File: src/rtl/button_conditioner.sv
// Push-button front end: two-flop synchroniser, debounce FSM, and single-cycle
// press / release / long-press pulses with a registered debounced level.
module button_conditioner #(
    parameter int DEBOUNCE_CYCLES   = 500000,
    parameter int LONG_PRESS_CYCLES = 50000000,
    parameter bit ACTIVE_LOW        = 1'b1
) (
    input  logic clk,
    input  logic reset,
    input  logic btn_raw,
    output logic press_pulse,
    output logic release_pulse,
    output logic long_pulse,
    output logic btn_level
);

    localparam int CW = $clog2(DEBOUNCE_CYCLES + 1);
    localparam int HW = $clog2(LONG_PRESS_CYCLES + 1);
    localparam logic [CW-1:0] CNT_DONE  = CW'(DEBOUNCE_CYCLES);
    localparam logic [HW-1:0] HOLD_FIRE = HW'(LONG_PRESS_CYCLES - 1);
    localparam logic [HW-1:0] HOLD_MAX  = HW'(LONG_PRESS_CYCLES);
    localparam logic          IDLE_PAD  = ACTIVE_LOW;

    typedef enum logic [1:0] {
        RELEASED,
        PRESS_CHK,
        PRESSED,
        RELEASE_CHK
    } state_t;

    state_t        state, state_n;
    logic          s1, s2;
    logic          pressed;
    logic [CW-1:0] cnt, cnt_n;
    logic [HW-1:0] hold, hold_n;
    logic          long_done, long_done_n;
    logic          press_n, release_n, long_n, level_n;
    logic          hold_tick;

    // Sync flops rest at the released pad level so reset exit looks idle
    always_ff @(posedge clk or negedge reset) begin
        if (!reset) begin
            s1 <= IDLE_PAD;
            s2 <= IDLE_PAD;
        end else begin
            s1 <= btn_raw;
            s2 <= s1;
        end
    end

    assign pressed = s2 ^ IDLE_PAD;

    always_ff @(posedge clk or negedge reset) begin
        if (!reset) begin
            state         <= RELEASED;
            cnt           <= '0;
            hold          <= '0;
            long_done     <= 1'b0;
            press_pulse   <= 1'b0;
            release_pulse <= 1'b0;
            long_pulse    <= 1'b0;
            btn_level     <= 1'b0;
        end else begin
            state         <= state_n;
            cnt           <= cnt_n;
            hold          <= hold_n;
            long_done     <= long_done_n;
            press_pulse   <= press_n;
            release_pulse <= release_n;
            long_pulse    <= long_n;
            btn_level     <= level_n;
        end
    end

    always_comb begin
        state_n     = state;
        cnt_n       = cnt;
        hold_n      = hold;
        long_done_n = long_done;
        press_n     = 1'b0;
        release_n   = 1'b0;
        long_n      = 1'b0;
        hold_tick   = 1'b0;

        case (state)
            RELEASED: begin
                if (pressed) begin
                    state_n = PRESS_CHK;
                    cnt_n   = CW'(1);
                end
            end
            PRESS_CHK: begin
                if (!pressed) begin
                    state_n = RELEASED;
                    cnt_n   = '0;
                end else if (cnt == CNT_DONE) begin
                    state_n     = PRESSED;
                    cnt_n       = '0;
                    press_n     = 1'b1;
                    hold_n      = '0;
                    long_done_n = 1'b0;
                end else begin
                    cnt_n = cnt + CW'(1);
                end
            end
            PRESSED: begin
                if (!pressed) begin
                    state_n = RELEASE_CHK;
                    cnt_n   = CW'(1);
                end else begin
                    hold_tick = 1'b1;
                end
            end
            RELEASE_CHK: begin
                // A rejected release bounce resumes the hold count on this same
                // edge, so the long press slips by exactly the bounce length
                if (pressed) begin
                    state_n   = PRESSED;
                    cnt_n     = '0;
                    hold_tick = 1'b1;
                end else if (cnt == CNT_DONE) begin
                    state_n   = RELEASED;
                    cnt_n     = '0;
                    release_n = 1'b1;
                    hold_n    = '0;
                end else begin
                    cnt_n = cnt + CW'(1);
                end
            end
            default: begin
                state_n = RELEASED;
                cnt_n   = '0;
            end
        endcase

        if (hold_tick) begin
            if (hold == HOLD_FIRE && !long_done) begin
                long_n      = 1'b1;
                long_done_n = 1'b1;
            end
            if (hold != HOLD_MAX) begin
                hold_n = hold + HW'(1);
            end
        end

        level_n = (state_n == PRESSED) || (state_n == RELEASE_CHK);
    end

endmodule
File: config.mk
export PLATFORM = sky130hd
export DESIGN_NAME = button_conditioner
export DESIGN_NICKNAME = d
export VERILOG_FILES = /design/src/rtl/button_conditioner.sv
export SDC_FILE = /design/constraint.sdc
export NUM_CORES = 1
export LEC_CHECK = 0
export BUFFER_PORTS_ARGS = -buffer_cell sky130_fd_sc_hd__buf_2
export CORE_ASPECT_RATIO = 1.1
export CORE_MARGIN = 5
export CORE_UTILIZATION = 50
export DETAILED_ROUTE_END_ITERATION = 12
export PLACE_DENSITY = 0.62
export REMOVE_ABC_BUFFERS = 1
export SETUP_SLACK_MARGIN = 0.02
export SLEW_MARGIN = 20
export SYNTH_ARGS = -nofsm -noshare
export SYNTH_HDL_FRONTEND = slang
export SYNTH_SLANG_ARGS = --single-unit
File: constraint.sdc
create_clock -name clk -period 2.4 [get_ports clk]
set_input_delay 0.24 -clock clk [delete_from_list [all_inputs] [get_ports clk]]
set_output_delay 0.24 -clock clk [all_outputs]
set_load 0.05 [all_outputs]
==> Word-level counts from Yosys, hierarchy flattened <==
Index checks and enable logic that the tools add are counted.
{ "totals": {"ff_bits": 54, "inputBits": 3, "out_inout_bits": 4, "wordCells": 61} }
{ "op_classes": {"add_sub_neg": 2, "n_eq_ne": 10, "mux": 33, "reduce_logical": 6} }
{ "op_table": {"columns": ["operator", "n"], "rows": [
  ["two-way mux 26 bit", 5],
  ["two-way mux 19 bit", 5],
  ["case mux 19 bit (4 select lines)", 1],
  ["case mux 26 bit (2 select lines)", 1],
  ["adder 26 x 1 -> 26 bit, second input constant", 1],
  ["== test 26 bit, second input constant", 1],
  ["!= test 26 bit, second input constant", 1],
  ["adder 19 x 1 -> 19 bit, second input constant", 1],
  ["== test 19 bit, second input constant", 1],
  ["two-way mux 1 bit", 14],
  ["two-way mux 2 bit", 6],
  ["== test 2 bit, second input constant", 4],
  ["case mux 2 bit (4 select lines)", 1],
  ["!= test 2 bit, second input constant", 2],
  ["== test 2 x 1 -> 1 bit, second input constant", 1],
  ["logical NOT 2 bit", 1],
  ["AND reduction 2 bit", 1],
  ["OR reduction 2 bit", 1],
  ["logical AND 1 bit", 1],
  ["logical NOT 1 bit", 1],
  ["logical OR 1 bit", 1]
]} }

==> Logic depth before layout (Yosys ltp) <==
{ "logic_depth": {"depth_word": 6, "mapped_depth": 8, "ltp_nobuf": 7} }

==> Worst setup path after synthesis <==
OpenSTA, ideal clock, no wires.
{ "synth_path": {"kind": "register to register", "startpoint": "reg cnt[0]", "endpoint": "reg hold[2]", "setup_ps": 141, "arrival_ps": 1962, "required_time_ps": 2259, "slack_ps": 297, "path_stages_with_launch": 9, "n_path_buf": 1, "period_less_slack_ps": 2103, "cell_sequence": "dfrtp_1 > inv_1 > ha_1 > or3b_2 > nor3_2 > nand4_4 > buf_6 > o211ai_1 > o31ai_1"} }
{ "synth_between": {"elab_chain_cells": 6, "elab_cells_between_ends": 7, "classes_between": "eq/ne (1); mux (6)"} }
{ "synth_lines": {"columns": ["element", "line_no", "rtl"], "rows": [
  ["start, declared", "34", "logic [CW-1:0] cnt, cnt_n;"],
  ["start signal, assigned", "65", "cnt <= cnt_n;"],
  ["== test 19 bit (*)", "96, 121", null],
  ["two-way mux 26 bit (*)", "96, 121", null],
  ["two-way mux 26 bit, on equally long branches", "117, 93", null],
  ["case mux 26 bit (2 select lines) (*)", "85", "case (state)"],
  ["two-way mux 26 bit", "141", "if (hold != HOLD_MAX) begin"],
  ["two-way mux 26 bit (*)", "136", "if (hold_tick) begin"],
  ["named net hold_n[2]", "35", "logic [HW-1:0] hold, hold_n;"],
  ["end signal, assigned", "66", "hold <= hold_n;"],
  ["end, declared", "35", null]
]} }
Mark *: on every way through the listed nets, which the timed path passes. The rest lies on a longest branch.
A chain may end at the register's enable or synchronous reset.

==> Final worst setup path <==
{ "layout_path": {"startpoint": "reg cnt[0]", "endpoint": "reg cnt[11]"} }
{ "layout_between": {"elab_chain_cells": 4, "elab_cells_between_ends": 6, "classes_between": "add/sub (1); eq/ne (1); mux (4)"} }
{ "layout_lines": {"columns": ["element", "line_no"], "rows": [
  ["adder 19 x 1 -> 19 bit or == test 19 bit (tied branches)", null],
  ["two-way mux 19 bit (*)", "96, 121"],
  ["two-way mux 19 bit, on equally long branches", "117, 93"],
  ["case mux 19 bit (4 select lines) (*)", "85"]
]} }
Every way passes the cells marked *; elsewhere a longest branch is shown, timed or not.

==> Implementation_results.wiki <==
{| class="wikitable"
! Metric !! Value
|-
| Wire length per cell || 14.48 µm
|-
| Cell area after placement || 3013 µm²
|-
| Startpoint Class || flop
|-
| Final worst clock skew || 0.01221 ns
|-
| Number of antenna violations at the first check in global routing || 0
|-
| CP max FO || 12
|-
| Slowest-stage cell, CP || sky130_fd_sc_hd__or3b_2
|-
| Hold depth || 1
|-
| Cell Int Power || 1.235 mW
|-
| Req. time, crit path || 2.60 ns
|-
| Achievable Freq || 0.4557 GHz
|-
| Total routed wirelength || 5676 µm
|-
| Remaining design rule violation count || 0
|-
| Number of hold violations in the final report || 0
|-
| Final clock period utilization by the worst path || 0.9144
|-
| Post-synthesis xor/xnor area fraction || 0.03030
|-
| Die ar. || approximately 7300 µm²
|-
| Ports placed on the boundary || 7
|-
| Floorplan die width || 81.97 µm
|-
| Post-route non-filler standard cell count || slightly below 400
|-
| Clock period minus final worst setup slack || ~2.2 ns
|-
| Area growth from synthesis to layout || 9.750%
|-
| Number of global-route vias before repair || 2259
|-
| Portion of total power attributed to combinational logic || 0.050
|-
| Maximum VDD drop || 0.3225 mV
|-
| Worst setup path category || flop to flop
|-
| Final cell utilization of the core || 0.5721
|-
| Post-Synthesis Cell Area || 2849 µm²
|-
| Initial standard-cell utilization of the core || 0.5213
|-
| Total chip power || 1.584 mW
|-
| Synthesized-area fraction occupied by adder cells || 0.01757
|-
| Largest family of logic cells by synthesized area || simple AND/OR/NAND/NOR gates
|-
| Worst-case headroom to the max-slew limit || 0.5517
|-
| Net count reported at finish || 324
|-
| Worst setup EP type || flop
|-
| Post-synthesis cell type count || 46
|-
| Post-Synthesis Cells || 300
|-
| Length in cells of the worst reg-to-reg path || 8
|-
| Overall Global Routing Usage || 0.1843
|-
| Via count normalized by instance count || 5.730
|-
| Critical path depth || 8
|-
| Initial detailed-routing violation count || 96
|-
| Async S/R FF share, synth || 1.000
|-
| Total congestion overflow || 0
|-
| Area inside the core boundary || 5465 µm²
|-
| Share of power burned in the clock network || 0.374
|-
| Setup repair after global routing missed its margin || no
|-
| Setup Slack @ Placement || 0.2111 ns
|-
| Net switching component of the power || 0.3489 mW
|-
| Number of clock buffers inserted by TritonCTS || 5
|-
| Fillers || 544
|-
| Input/output buffers || 6
|-
| Multiplexer share of the synthesized area || 0.03513
|-
| Simple-Gate Fraction of Synth Area || 0.3039
|-
| Class of the worst hold path || primary input to flop
|-
| Hold Worst Slack || approximately 0.032 ns
|-
| Detailed Place HPWL || about 4100 µm
|-
| Final non-filler cell area || 3127 µm²
|-
| Total of warnings raised by yosys || 0
|-
| Sequential group share of total power || 0.576
|-
| Placement Rows || 28
|-
| Synth Area per Inst || 9.497 µm²
|-
| Global-route wire length before repair || around 10000 µm
|-
| Reg clk slew, reported paths || 0.09 ns
|-
| Complex-gate fraction of the synthesized area || 0.1050
|-
| Maximum Capacitance Violations || 0
|-
| Maximum number of pins on one net before global-route repair || 29
|-
| Pre-antenna DRT Iters || 4
|-
| Number of buffer and inverter instances along the worst setup path || 2
|-
| Clk root buf || sky130_fd_sc_hd__clkbuf_8
|-
| Weighted congestion reported at the end of routability-driven placement || 0.7739
|-
| Commonest cells after routing, fill and taps aside || 51 x sky130_fd_sc_hd__dfrtp_1, 44 x sky130_fd_sc_hd__nand3_1, 30 x sky130_fd_sc_hd__nand2_1, 18 x sky130_fd_sc_hd__o21ai_0, 16 x sky130_fd_sc_hd__nand4_1
|-
| Data arrival time at the worst-slack endpoint || 2.39 ns
|-
| Power per unit of standard cell area || 506.5 nW/µm²
|-
| Actual transition at the worst max-transition pin || 0.6662 ns
|-
| Worst Setup Slack, final || 0.2054 ns
|-
| Post-synth EDFFs || 0
|-
| Fraction of the yosys area taken by sequential cells || 0.4664
|-
| Number of levels in the clock H-tree || 2
|-
| Leading post-synthesis cells by cell area || sky130_fd_sc_hd__dfrtp_1 45%, sky130_fd_sc_hd__nand3_1 7.7%, sky130_fd_sc_hd__nand2_1 4.0%
|-
| Die Y-Extent || 89.17 µm
|-
| Crit path largest cell delay || 0.46 ns
|-
| Cell accounting for the most synthesized area || sky130_fd_sc_hd__dfrtp_1
|-
| Clock tree from TritonCTS || built
|-
| Seq cells post-synth || 53
|-
| Clock latency of the later-clocked register in the worst-skew pair || 0.31 ns
|-
| Area share of the leading cell type in the synthesized netlist || 0.4480
|-
| Run status || finished clean
|-
| Sequence of cells on the critical path || inv_1 > ha_1 > or3b_2 > nor3_2 > a21oi_2 > buf_4 > a21oi_1 > mux2i_1
|-
| Fraction of layout cells with a size suffix above 1 || 0.1136
|-
| Routed via count || 2246
|-
| Clock sinks || 53
|-
| Buffer levels on the longest clock path || 2
|-
| Setup-violating endpoint count in the final report || 0
|-
| Setup_tns || 0 ns
|-
| Quantity of gates resized following cts || 0
|-
| Number of cells after detailed placement || 384
|-
| Most common cell after layout, fill and taps aside || sky130_fd_sc_hd__dfrtp_1
|-
| Static leakage || 1.274 nW
|-
| Top Family by Delay on Critical Path || simple AND/OR/NAND/NOR gates
|-
| Number of slew-limit violations in the final report || 0
|-
| Residual antenna-violating net count after detailed routing || 0
|-
| Most used flip-flop cell after synthesis || sky130_fd_sc_hd__dfrtp_1
|-
| Share of total power consumed by net switching || 0.2203
|-
| Number of antenna diodes || 0
|}
-- state kept, by name (all words and copies together) (netlist names) --
name / count
s2: 1
cnt: 19
s1: 1
hold: 26
state: 1
long_done: 1
release_pulse: 1
press_pulse: 1
btn_level: 1
long_pulse: 1
-- per-layer routing --
layer  part of all wire  wire, µm  GRT usage  vias to the layer above
li1                   -         -          -                     1139
met1               0.45      2556     0.2290                     1084
met2               0.52      2935     0.3233                       17
met3              0.018       105    0.03327                        6
met4              0.014        78    0.05891                        0
met5                  0         0          0                        -
-- logic make-up (layout without fill, tap and decap cells) --
family | Yosys count | in the layout
mux | 10 | 10
xor+xnor | 9 | 9
fa+ha+maj | 4 | 4
flops | 53 | 53
buf+inv | 23 | 40
compound gates | 50 | 50
simple gates | 151 | 151
-- power groups by stage --
stage               combinational [mW]  clock (mW)  sequential, mW
detailed placement              0.0804           0           0.930
CTS                             0.0814       0.626           0.913
global route                    0.0925       0.651           0.914
floorplan                       0.0372           0           0.928
finish                          0.0786       0.593           0.912
global placement                0.0787           0           0.929
-- Yosys cell counts (2+ instances only) --
cell type and number:
sky130_fd_sc_hd__xor2_1 4, sky130_fd_sc_hd__nand2_1 30, sky130_fd_sc_hd__dfstp_2 2, sky130_fd_sc_hd__a22o_1 5
sky130_fd_sc_hd__xnor2_1 4, sky130_fd_sc_hd__nor4_1 8, sky130_fd_sc_hd__nor3_1 7, sky130_fd_sc_hd__buf_6 4
sky130_fd_sc_hd__ha_1 4, sky130_fd_sc_hd__inv_1 13, sky130_fd_sc_hd__nor2_1 7, sky130_fd_sc_hd__nand3_1 44
sky130_fd_sc_hd__o21ai_1 4, sky130_fd_sc_hd__o31ai_1 4, sky130_fd_sc_hd__nand4_1 16, sky130_fd_sc_hd__buf_2 2
sky130_fd_sc_hd__o211ai_1 3, sky130_fd_sc_hd__nand4b_1 3, sky130_fd_sc_hd__and3_1 5, sky130_fd_sc_hd__or3_1 2
sky130_fd_sc_hd__dfrtp_1 51, sky130_fd_sc_hd__or4_1 3, sky130_fd_sc_hd__mux2i_1 10, sky130_fd_sc_hd__a21oi_1 12
sky130_fd_sc_hd__and2_1 8, sky130_fd_sc_hd__o21ai_0 18, sky130_fd_sc_hd__nor4b_1 2, sky130_fd_sc_hd__and4_1 4
sky130_fd_sc_hd__clkbuf_1 4
-- final cells by class --
type / instances / area [µm²] / area share
timing repair buffer: 20 / 150.1 / 0.04802
clock inverter: 2 / 35.03 / 0.01120
sequential: 53 / 1329 / 0.4250
tap: 75 / 93.84 / 0.03001
inverter: 13 / 48.80 / 0.01561
multi-input combinational: 224 / 1401 / 0.4482
clock buffer: 5 / 68.82 / 0.02201
-- repair_timing --
action                                 CTS  global route
endpoints found under the hold margin   23             0
hold buffers                             1             0
buffers inserted                         0             0
-- worst paths after layout --
kind,start,endpoint,slack (ns)
worst max-delay path,cnt[0],cnt[11],0.21
worst min-delay path,btn_raw,s1,0.03
worst max register to register,cnt[0],cnt[11],0.21
worst min register to register,s1,s2,0.36
max in group asynchronous,reset,hold[24],1.37
min in group asynchronous,reset,cnt[5],0.46
(Power assumes the default switching activity.)
